<file path="src/rtl/riscv_dbus_bridge.sv">
// riscv_dbus_bridge: turns the single-cycle core's load/store port into a
// req/ack transaction on a variable-latency data bus. The core is stalled
// from the moment a memory op appears until the bus acks or the WAIT timer
// expires. Load data is returned in the single DONE cycle where stall drops.
`timescale 1ns/1ps

module riscv_dbus_bridge #(
  parameter int          TIMEOUT_CYCLES = 255,
  parameter logic [31:0] ERR_DATA       = 32'hDEADBEEF
) (
  input  logic        clk,
  input  logic        rst,
  input  logic [31:0] core_addr,
  input  logic [31:0] core_wdata,
  input  logic        core_mem_read,
  input  logic        core_mem_write,
  output logic [31:0] core_rdata,
  output logic        core_stall,
  output logic        bus_req,
  output logic        bus_we,
  output logic [31:0] bus_addr,
  output logic [31:0] bus_wdata,
  input  logic        bus_ack,
  input  logic [31:0] bus_rdata,
  output logic        bus_err,
  output logic [31:0] stall_count
);

  // Timer only has to reach TIMEOUT_CYCLES-1 before expiry is declared.
  localparam int TIMER_W = (TIMEOUT_CYCLES > 1) ? $clog2(TIMEOUT_CYCLES) : 1;
  localparam logic [TIMER_W-1:0] TIMER_LAST = TIMER_W'(TIMEOUT_CYCLES - 1);

  typedef enum logic [1:0] {
    IDLE = 2'd0,
    WAIT = 2'd1,
    DONE = 2'd2
  } state_t;

  state_t             state;
  state_t             state_next;
  logic [TIMER_W-1:0] timer;
  logic               core_req;
  logic               accept;
  logic               complete;
  logic               expire;

  // Byte address to bus word address; low two bits are dropped.
  function automatic logic [31:0] word_align(input logic [31:0] addr);
    return addr & 32'hFFFF_FFFC;
  endfunction

  // Free-running wrap-around increment for the stall statistic.
  function automatic logic [31:0] wrap_inc(input logic [31:0] value);
    return value + 32'd1;
  endfunction

  assign core_req = core_mem_read | core_mem_write;

  // Stall must drop in DONE with no extra latency, so it is decoded
  // straight from the state and the live core request.
  assign core_stall = ((state == IDLE) && core_req) || (state == WAIT);
  assign bus_req    = (state == WAIT);

  // Next-state decode; ack takes priority over timer expiry.
  always_comb begin
    state_next = state;
    accept     = 1'b0;
    complete   = 1'b0;
    expire     = 1'b0;
    case (state)
      IDLE: begin
        if (core_req) begin
          accept     = 1'b1;
          state_next = WAIT;
        end
      end
      WAIT: begin
        if (bus_ack) begin
          complete   = 1'b1;
          state_next = DONE;
        end else if (timer == TIMER_LAST) begin
          expire     = 1'b1;
          state_next = DONE;
        end
      end
      DONE: begin
        state_next = IDLE;
      end
      default: begin
        state_next = IDLE;
      end
    endcase
  end

  // State register; reset abandons any in-flight transaction.
  always_ff @(posedge clk or posedge rst) begin
    if (rst) begin
      state <= IDLE;
    end else begin
      state <= state_next;
    end
  end

  // Capture the op at acceptance; the core may rewrite rs1 while stalled,
  // so the bus side never looks at core inputs again until the next IDLE.
  always_ff @(posedge clk or posedge rst) begin
    if (rst) begin
      bus_addr  <= 32'd0;
      bus_wdata <= 32'd0;
      bus_we    <= 1'b0;
    end else if (accept) begin
      bus_addr  <= word_align(core_addr);
      bus_wdata <= core_wdata;
      bus_we    <= core_mem_write;
    end
  end

  // WAIT-cycle timer, restarted on every accepted op.
  always_ff @(posedge clk or posedge rst) begin
    if (rst) begin
      timer <= '0;
    end else if (accept) begin
      timer <= '0;
    end else if ((state == WAIT) && !bus_ack) begin
      timer <= timer + 1'b1;
    end
  end

  // Load data capture; stores leave the last returned value in place.
  always_ff @(posedge clk or posedge rst) begin
    if (rst) begin
      core_rdata <= 32'd0;
    end else if (complete && !bus_we) begin
      core_rdata <= bus_rdata;
    end else if (expire && !bus_we) begin
      core_rdata <= ERR_DATA;
    end
  end

  // Sticky timeout flag; only reset clears it.
  always_ff @(posedge clk or posedge rst) begin
    if (rst) begin
      bus_err <= 1'b0;
    end else if (expire) begin
      bus_err <= 1'b1;
    end
  end

  // Count every edge at which the core is held.
  always_ff @(posedge clk or posedge rst) begin
    if (rst) begin
      stall_count <= 32'd0;
    end else if (core_stall) begin
      stall_count <= wrap_inc(stall_count);
    end
  end

endmodule

</file>
<file path="config.mk">
export PLATFORM = sky130hd
export DESIGN_NAME = riscv_dbus_bridge
export DESIGN_NICKNAME = d
export VERILOG_FILES = /design/src/rtl/riscv_dbus_bridge.sv
export SDC_FILE = /design/constraint.sdc
export NUM_CORES = 1
export LEC_CHECK = 0
export ABC_CLOCK_PERIOD_IN_PS = 6610
export CORE_UTILIZATION = 25
export CTS_CLUSTER_DIAMETER = 120
export DETAILED_ROUTE_END_ITERATION = 8
export PLACE_DENSITY_LB_ADDON = 0.08
export RECOVER_POWER = 25
export SYNTH_ARGS = -nofsm -noshare
export SYNTH_HDL_FRONTEND = slang
export SYNTH_SLANG_ARGS = --single-unit
</file>
<file path="constraint.sdc">
create_clock -name clk -period 6.61 [get_ports clk]
set_clock_uncertainty 0.05 [all_clocks]
set_input_delay 1.322 -clock clk [delete_from_list [all_inputs] [get_ports clk]]
set_output_delay 1.322 -clock clk [all_outputs]
set_load 0.01 [all_outputs]
</file>
==> flow_summary.json, run 1 <==
{
  "fp.coreArea_um2": 21890,
  "nNetsFinal": 729,
  "postRouteAntennaNets": 0,
  "grt_pass1_wl_um": 23450,
  "slew_viol_final": 84,
  "ir_drop_mv": 0.1709,
  "clock_sinks": 138,
  "drt_iter0_drc": 57,
  "wl_per_cell_um": 15.96,
  "final_area_um2": 8721,
  "drc": 0,
  "tightest_slew_ns": 3.685,
  "path_clk_slew_ns": 0.06,
  "vias": 4040,
  "slew_headroom": -1.470,
  "totalWireLength_um": 14630,
  "cp_top_family": "buffers and inverters",
  "synth_warnings": 0,
  "cts_tree": "done",
  "final_common_cell": "clkdlybuf4s50_1",
  "vias_per_cell": 4.406,
  "post-route-period-util": 0.7317,
  "power_density_nw_per_um2": 446.7,
  "crit_chain": "dlygate4sd3_1, nor3_1, nor2_1, clkdlybuf4s50_1",
  "die_w_um": 151.6,
  "ios": 233,
  "cp.arrival_ns": 3.46,
  "timing.fmax_mhz": 206.8,
  "grt_pass1_vias": 4365,
  "start_kind": "input pin",
  "syn_area_per_cell_um2": 14.17,
  "cts_resized": 0,
  "rsz0062_at_grt": "false",
  "initial_core_util": 0.2557,
  "r2r_slack_ns": 4.27,
  "drv_cap": 1,
  "critical_path_buf_inv_count": 2,
  "cp.depth": 4,
  "synth_top_area_share": 0.6169,
  "ctsRootBufferMaster": "clkbuf_16",
  "reg2reg_to": "timer[5]$_DFFE_PP0P_",
  "path_class": "input pin to output port",
  "placed_area_um2": 8144,
  "cp.required_ns": 5.24,
  "clk_latency_ns": 0.42,
  "drt_first_pass_iters": 5,
  "syn2layout_area_growth_pct": 55.79,
  "ys_ff_latch": 138,
  "gp_congestion": 0.7293,
  "crit_slowest_cell": "nor3_1",
  "n_antenna_cell": 0,
  "place.port_buffers": 228,
  "rows": 54,
  "grt_start_max_net_pins": 84,
  "final_cell_mix": "clkdlybuf4s50_1 (225), dfrtp_1 (138), mux2_2 (63)",
  "die_y_um": 151.6,
  "whs_ns": 0.4093,
  "crit_path_end_kind": "output port",
  "slowest_delay_ns": 0.74,
  "syn_inst": 395,
  "hold_viol_final": 0,
  "post-cts-setup-buffer-count": 0,
  "min_path_type": "flip-flop to flip-flop",
  "synth_top_cell_by_area": "dfrtp_1",
  "antenna_found_initial": 0,
  "setup_violations": 0,
  "holdBufCountCts": 0,
  "outcome": "complete, but fails checks",
  "yosysSeqAreaShare": 0.6169,
  "htree_levels": 4,
  "path_max_fanout": 7,
  "drive_gt1_frac": 0.1711,
  "tns_ns": 0,
  "synth_area_leaders": "dfrtp_1 (62%), mux2_2 (13%), o22a_1 (3.8%), xnor2_1 (3.8%), xor2_1 (2.0%)",
  "die-area_um2": 22990,
  "power_mw": 3.895,
  "dp.final_hpwl_um": 10100,
  "cts_made_buffers": 17,
  "overflow": 0,
  "finalCriticalPeriod_ns": 4.837,
  "reg2regPathDepth": 4,
  "r2r-start": "state[1]$_DFFE_PP0P_",
  "failed_checks": "capacitance limit, slew limit",
  "post-route-util": 0.3984,
  "synthesis.area_um2": 5598,
  "critPathLaunch": "core_mem_read",
  "gr-usage-all-layers": 0.1343,
  "cp-endpoint": "core_stall",
  "synth_cell_types": 46,
  "cts_max_path_buffers": 2,
  "leakage_nw": 3.480
}
[sequential cells by signal (all words and copies together), names as in the netlist]
name / cells
bus_wdata: 32
core_rdata: 32
stall_count: 32
bus_addr: 30
timer: 8
state: 2
bus_err: 1
bus_we: 1
[stage by stage]
stage,cells,worst slack (ns)
CTS,917,2.158
global route,917,1.362
detailed placement,886,2.163
global placement,886,2.219
finish,917,1.773
floorplan,396,1.542
[logic make-up (layout without fill, tap and decap cells)]
group | after synthesis | in the layout | share of synthesized area
DFF | 138 | 138 | 0.6169
muxes | 63 | 63 | 0.1267
AOI/OAI and AO/OA | 42 | 42 | 0.06348
buffers and inverters | 25 | 266 | 0.02369
and+or+nand+nor | 86 | 86 | 0.1039
adders and majority gates | 3 | 3 | 0.006706
xor gates and xnor gates | 37 | 37 | 0.05789
other | 1 | 2 | 0.0006699
[worst min path at each step]
stage / endpoint / slack, ns / depth (start not counted) / startpoint
finish: bus_err$_DFFE_PP0P_ / 0.41 / 1 / bus_err$_DFFE_PP0P_
floorplan: bus_err$_DFFE_PP0P_ / 0.44 / 1 / bus_err$_DFFE_PP0P_
detailed placement: bus_err$_DFFE_PP0P_ / 0.40 / 1 / bus_err$_DFFE_PP0P_
global placement: bus_err$_DFFE_PP0P_ / 0.41 / 1 / bus_err$_DFFE_PP0P_
CTS: bus_err$_DFFE_PP0P_ / 0.41 / 1 / bus_err$_DFFE_PP0P_
global route: bus_err$_DFFE_PP0P_ / 0.43 / 1 / bus_err$_DFFE_PP0P_
[final cells by class]
| type | count | area, um^2 |
|---|---|---|
| Tap cell | 280 | 350.3 |
| Fill cell | 2105 | 13170 |
| Clock inverter | 13 | 168.9 |
| Sequential cell | 138 | 3453 |
| Clock buffer | 18 | 439.2 |
| Multi-Input combinational cell | 233 | 1996 |
| Timing Repair Buffer | 229 | 2290 |
| Inverter | 6 | 23.77 |
[Yosys cell counts (all sizes together)]
cell type and instances:
a211oi 1, a21o 1, a21oi 1, a22o 9, a41oi 1, and2 3, and3 3, and4 4
buf 17, clkbuf 2, conb 1, dfrtp 138, ha 3, inv 6, mux2 63, nand2 13
nand2b 1, nand3 9, nand4 18, nand4b 1, nor2 17, nor3 7, nor3b 1, nor4 4
nor4b 1, o21a 1, o21ai 3, o22a 24, o31ai 1, or2 2, or3 1, or4 1
xnor2 24, xor2 13
[power breakdown]
part | internal (mW) | total (mW) | leakage [nW] | switching, mW
logic | 0.925 | 1.52 | 1.54 | 0.590
registers | 1.18 | 1.39 | 1.66 | 0.211
clock network | 0.605 | 0.992 | 0.285 | 0.387
total | 2.71 | 3.90 | 3.48 | 1.19
[per-layer routing]
layer / vias up / track usage / share of wire
met2: 137 / 0.2180 / 0.49
met4: 0 / 0.03416 / 0.0076
li1: 1877 / - / -
met3: 15 / 0.06257 / 0.087
met1: 2011 / 0.1596 / 0.41
met5: - / 0 / 0
Power figures use the tool's default switching activity.
==> run 2, diff against run 1 <==
--- a/config.mk
+++ b/config.mk
@@ -5,7 +5,7 @@
 export SDC_FILE = /design/constraint.sdc
 export NUM_CORES = 1
 export LEC_CHECK = 0
-export ABC_CLOCK_PERIOD_IN_PS = 6610
+export ABC_CLOCK_PERIOD_IN_PS = 4120
 export CORE_UTILIZATION = 25
 export CTS_CLUSTER_DIAMETER = 120
 export DETAILED_ROUTE_END_ITERATION = 8
==> constraint.sdc (replaced) <==
create_clock -name clk -period 4.12 [get_ports clk]
set_clock_uncertainty 0.05 [all_clocks]
set_input_delay 0.824 -clock clk [delete_from_list [all_inputs] [get_ports clk]]
set_output_delay 0.824 -clock clk [all_outputs]
set_load 0.01 [all_outputs]
==> run 2 against run 1 <==
Via count up 0.35%. Largest power group unchanged. Register-to-register slack got worse by 2.5 ns. Combinational power is 61% higher. Utilization shrank 0.20 points. Worst hold slack better by 0.00098 ns. Total power is 55% higher. Highest routed layer unchanged. The flow now finishes without violations.
==> flow_summary.json, run 2 (synthesis gave the netlist of run 1 again) <==
{
  "path_max_fanout": 7,
  "path_clk_slew_ns": 0.06,
  "leakage_nw": 3.461,
  "holdBufCountCts": 0,
  "drt_iter0_drc": 115,
  "die_y_um": 151.6,
  "hold_viol_final": 0,
  "dp.final_hpwl_um": 10390,
  "tightest_slew_ns": 1.240,
  "post-route-util": 0.3964,
  "crit_path_end_kind": "output port",
  "die-area_um2": 22990,
  "cts_tree": "done",
  "post-route-period-util": 0.8548,
  "gp_congestion": 0.7411,
  "drive_gt1_frac": 0.1763,
  "cts_max_path_buffers": 2,
  "syn2layout_area_growth_pct": 55.01,
  "slew_viol_final": 0,
  "final_common_cell": "clkdlybuf4s50_1",
  "ir_drop_mv": 0.2869,
  "n_antenna_cell": 0,
  "grt_start_max_net_pins": 67,
  "cp.required_ns": 3.25,
  "die_w_um": 151.6,
  "finalCriticalPeriod_ns": 3.522,
  "outcome": "completed",
  "cts_made_buffers": 17,
  "min_path_type": "flip-flop to flip-flop",
  "slew_headroom": 0.1688,
  "cts_resized": 0,
  "placed_area_um2": 8184,
  "cp.arrival_ns": 2.65,
  "path_class": "input pin to output port",
  "r2r-start": "state[1]$_DFFE_PP0P_",
  "vias": 4054,
  "vias_per_cell": 4.402,
  "drc": 0,
  "initial_core_util": 0.2557,
  "slowest_delay_ns": 0.59,
  "fp.coreArea_um2": 21890,
  "reg2regPathDepth": 4,
  "rows": 54,
  "setup_violations": 0,
  "ios": 233,
  "htree_levels": 4,
  "grt_pass1_wl_um": 22930,
  "ctsRootBufferMaster": "clkbuf_16",
  "clk_latency_ns": 0.40,
  "tns_ns": 0,
  "clock_sinks": 138,
  "crit_chain": "dlygate4sd3_1, nor3_2, nor2_1, clkdlybuf4s50_1",
  "largest_registers": "bus_wdata x32, core_rdata x32, stall_count x32",
  "final_cell_mix": "clkdlybuf4s50_1 (226), dfrtp_1 (138), mux2_2 (63)",
  "start_kind": "input pin",
  "wl_per_cell_um": 15.77,
  "drv_cap": 0,
  "overflow": 0,
  "totalWireLength_um": 14530,
  "power_density_nw_per_um2": 697.6,
  "hold-path-cell-count": 1,
  "gr-usage-all-layers": 0.1318,
  "drt_first_pass_iters": 4,
  "hp-start": "bus_err$_DFFE_PP0P_",
  "crit_slowest_cell": "dlygate4sd3_1",
  "postRouteAntennaNets": 0,
  "timing.fmax_mhz": 283.9,
  "critPathLaunch": "core_mem_read",
  "nNetsFinal": 732,
  "grt_pass1_vias": 4262,
  "final_area_um2": 8677,
  "post-cts-setup-buffer-count": 0,
  "place.port_buffers": 228,
  "rsz0062_at_grt": "false",
  "antenna_found_initial": 0
}
==> run 2: path summary, 6_finish.rpt <==
path | endpoint | slack [ns]
setup / recovery | core_stall | 0.60
max in group asynchronous | bus_wdata[9]$_DFFE_PP0P_ | 1.19
min in group asynchronous | bus_wdata[20]$_DFFE_PP0P_ | 1.09
setup reg to reg | timer[5]$_DFFE_PP0P_ | 1.79
hold reg to reg | bus_err$_DFFE_PP0P_ | 0.41
hold / removal | bus_err$_DFFE_PP0P_ | 0.41
==> run 2: layer usage <==
layer | up-vias | track usage | share of wire
met5 | - | 0 | 0
met3 | 10 | 0.04940 | 0.075
met4 | 0 | 0.05050 | 0.012
met2 | 131 | 0.2203 | 0.51
li1 | 1891 | - | -
met1 | 2022 | 0.1527 | 0.41
==> run 2: report_power, final <==
| part | internal (mW) | switching, mW | leakage, nW |
|---|---|---|---|
| combinational | 1.49 | 0.961 | 1.56 |
| sequential | 1.89 | 0.336 | 1.66 |
| clock | 0.773 | 0.604 | 0.246 |
==> run 2: worst max-delay path, delay by kind of cell <==
kind | cells | cell delay, ns
buffers and inverters | 2 | 1.12
and+or+nand+nor | 2 | 0.70
==> run 2: per-stage QoR <==
stage               worst slack [ns]  std cells  power, mW  hold WS (ns)
floorplan                      1.525        396      3.353        0.4432
global placement              0.6691        889      4.709        0.4065
detailed placement            0.6150        889      4.760        0.4072
CTS                           0.6157        921      6.198        0.4193
global route                  0.4485        921      6.448        0.4412
finish                        0.5981        921      6.053        0.4103
==> run 2: layout make-up <==
type                       count  area, um^2
inverter                       6       23.77
tap                          280       350.3
timing repair buffer         232        2322
sequential                   138        3453
fill                        2117       13210
clock buffer                  19       432.9
clock inverter                13       96.34
multi-input combinational    233        1998
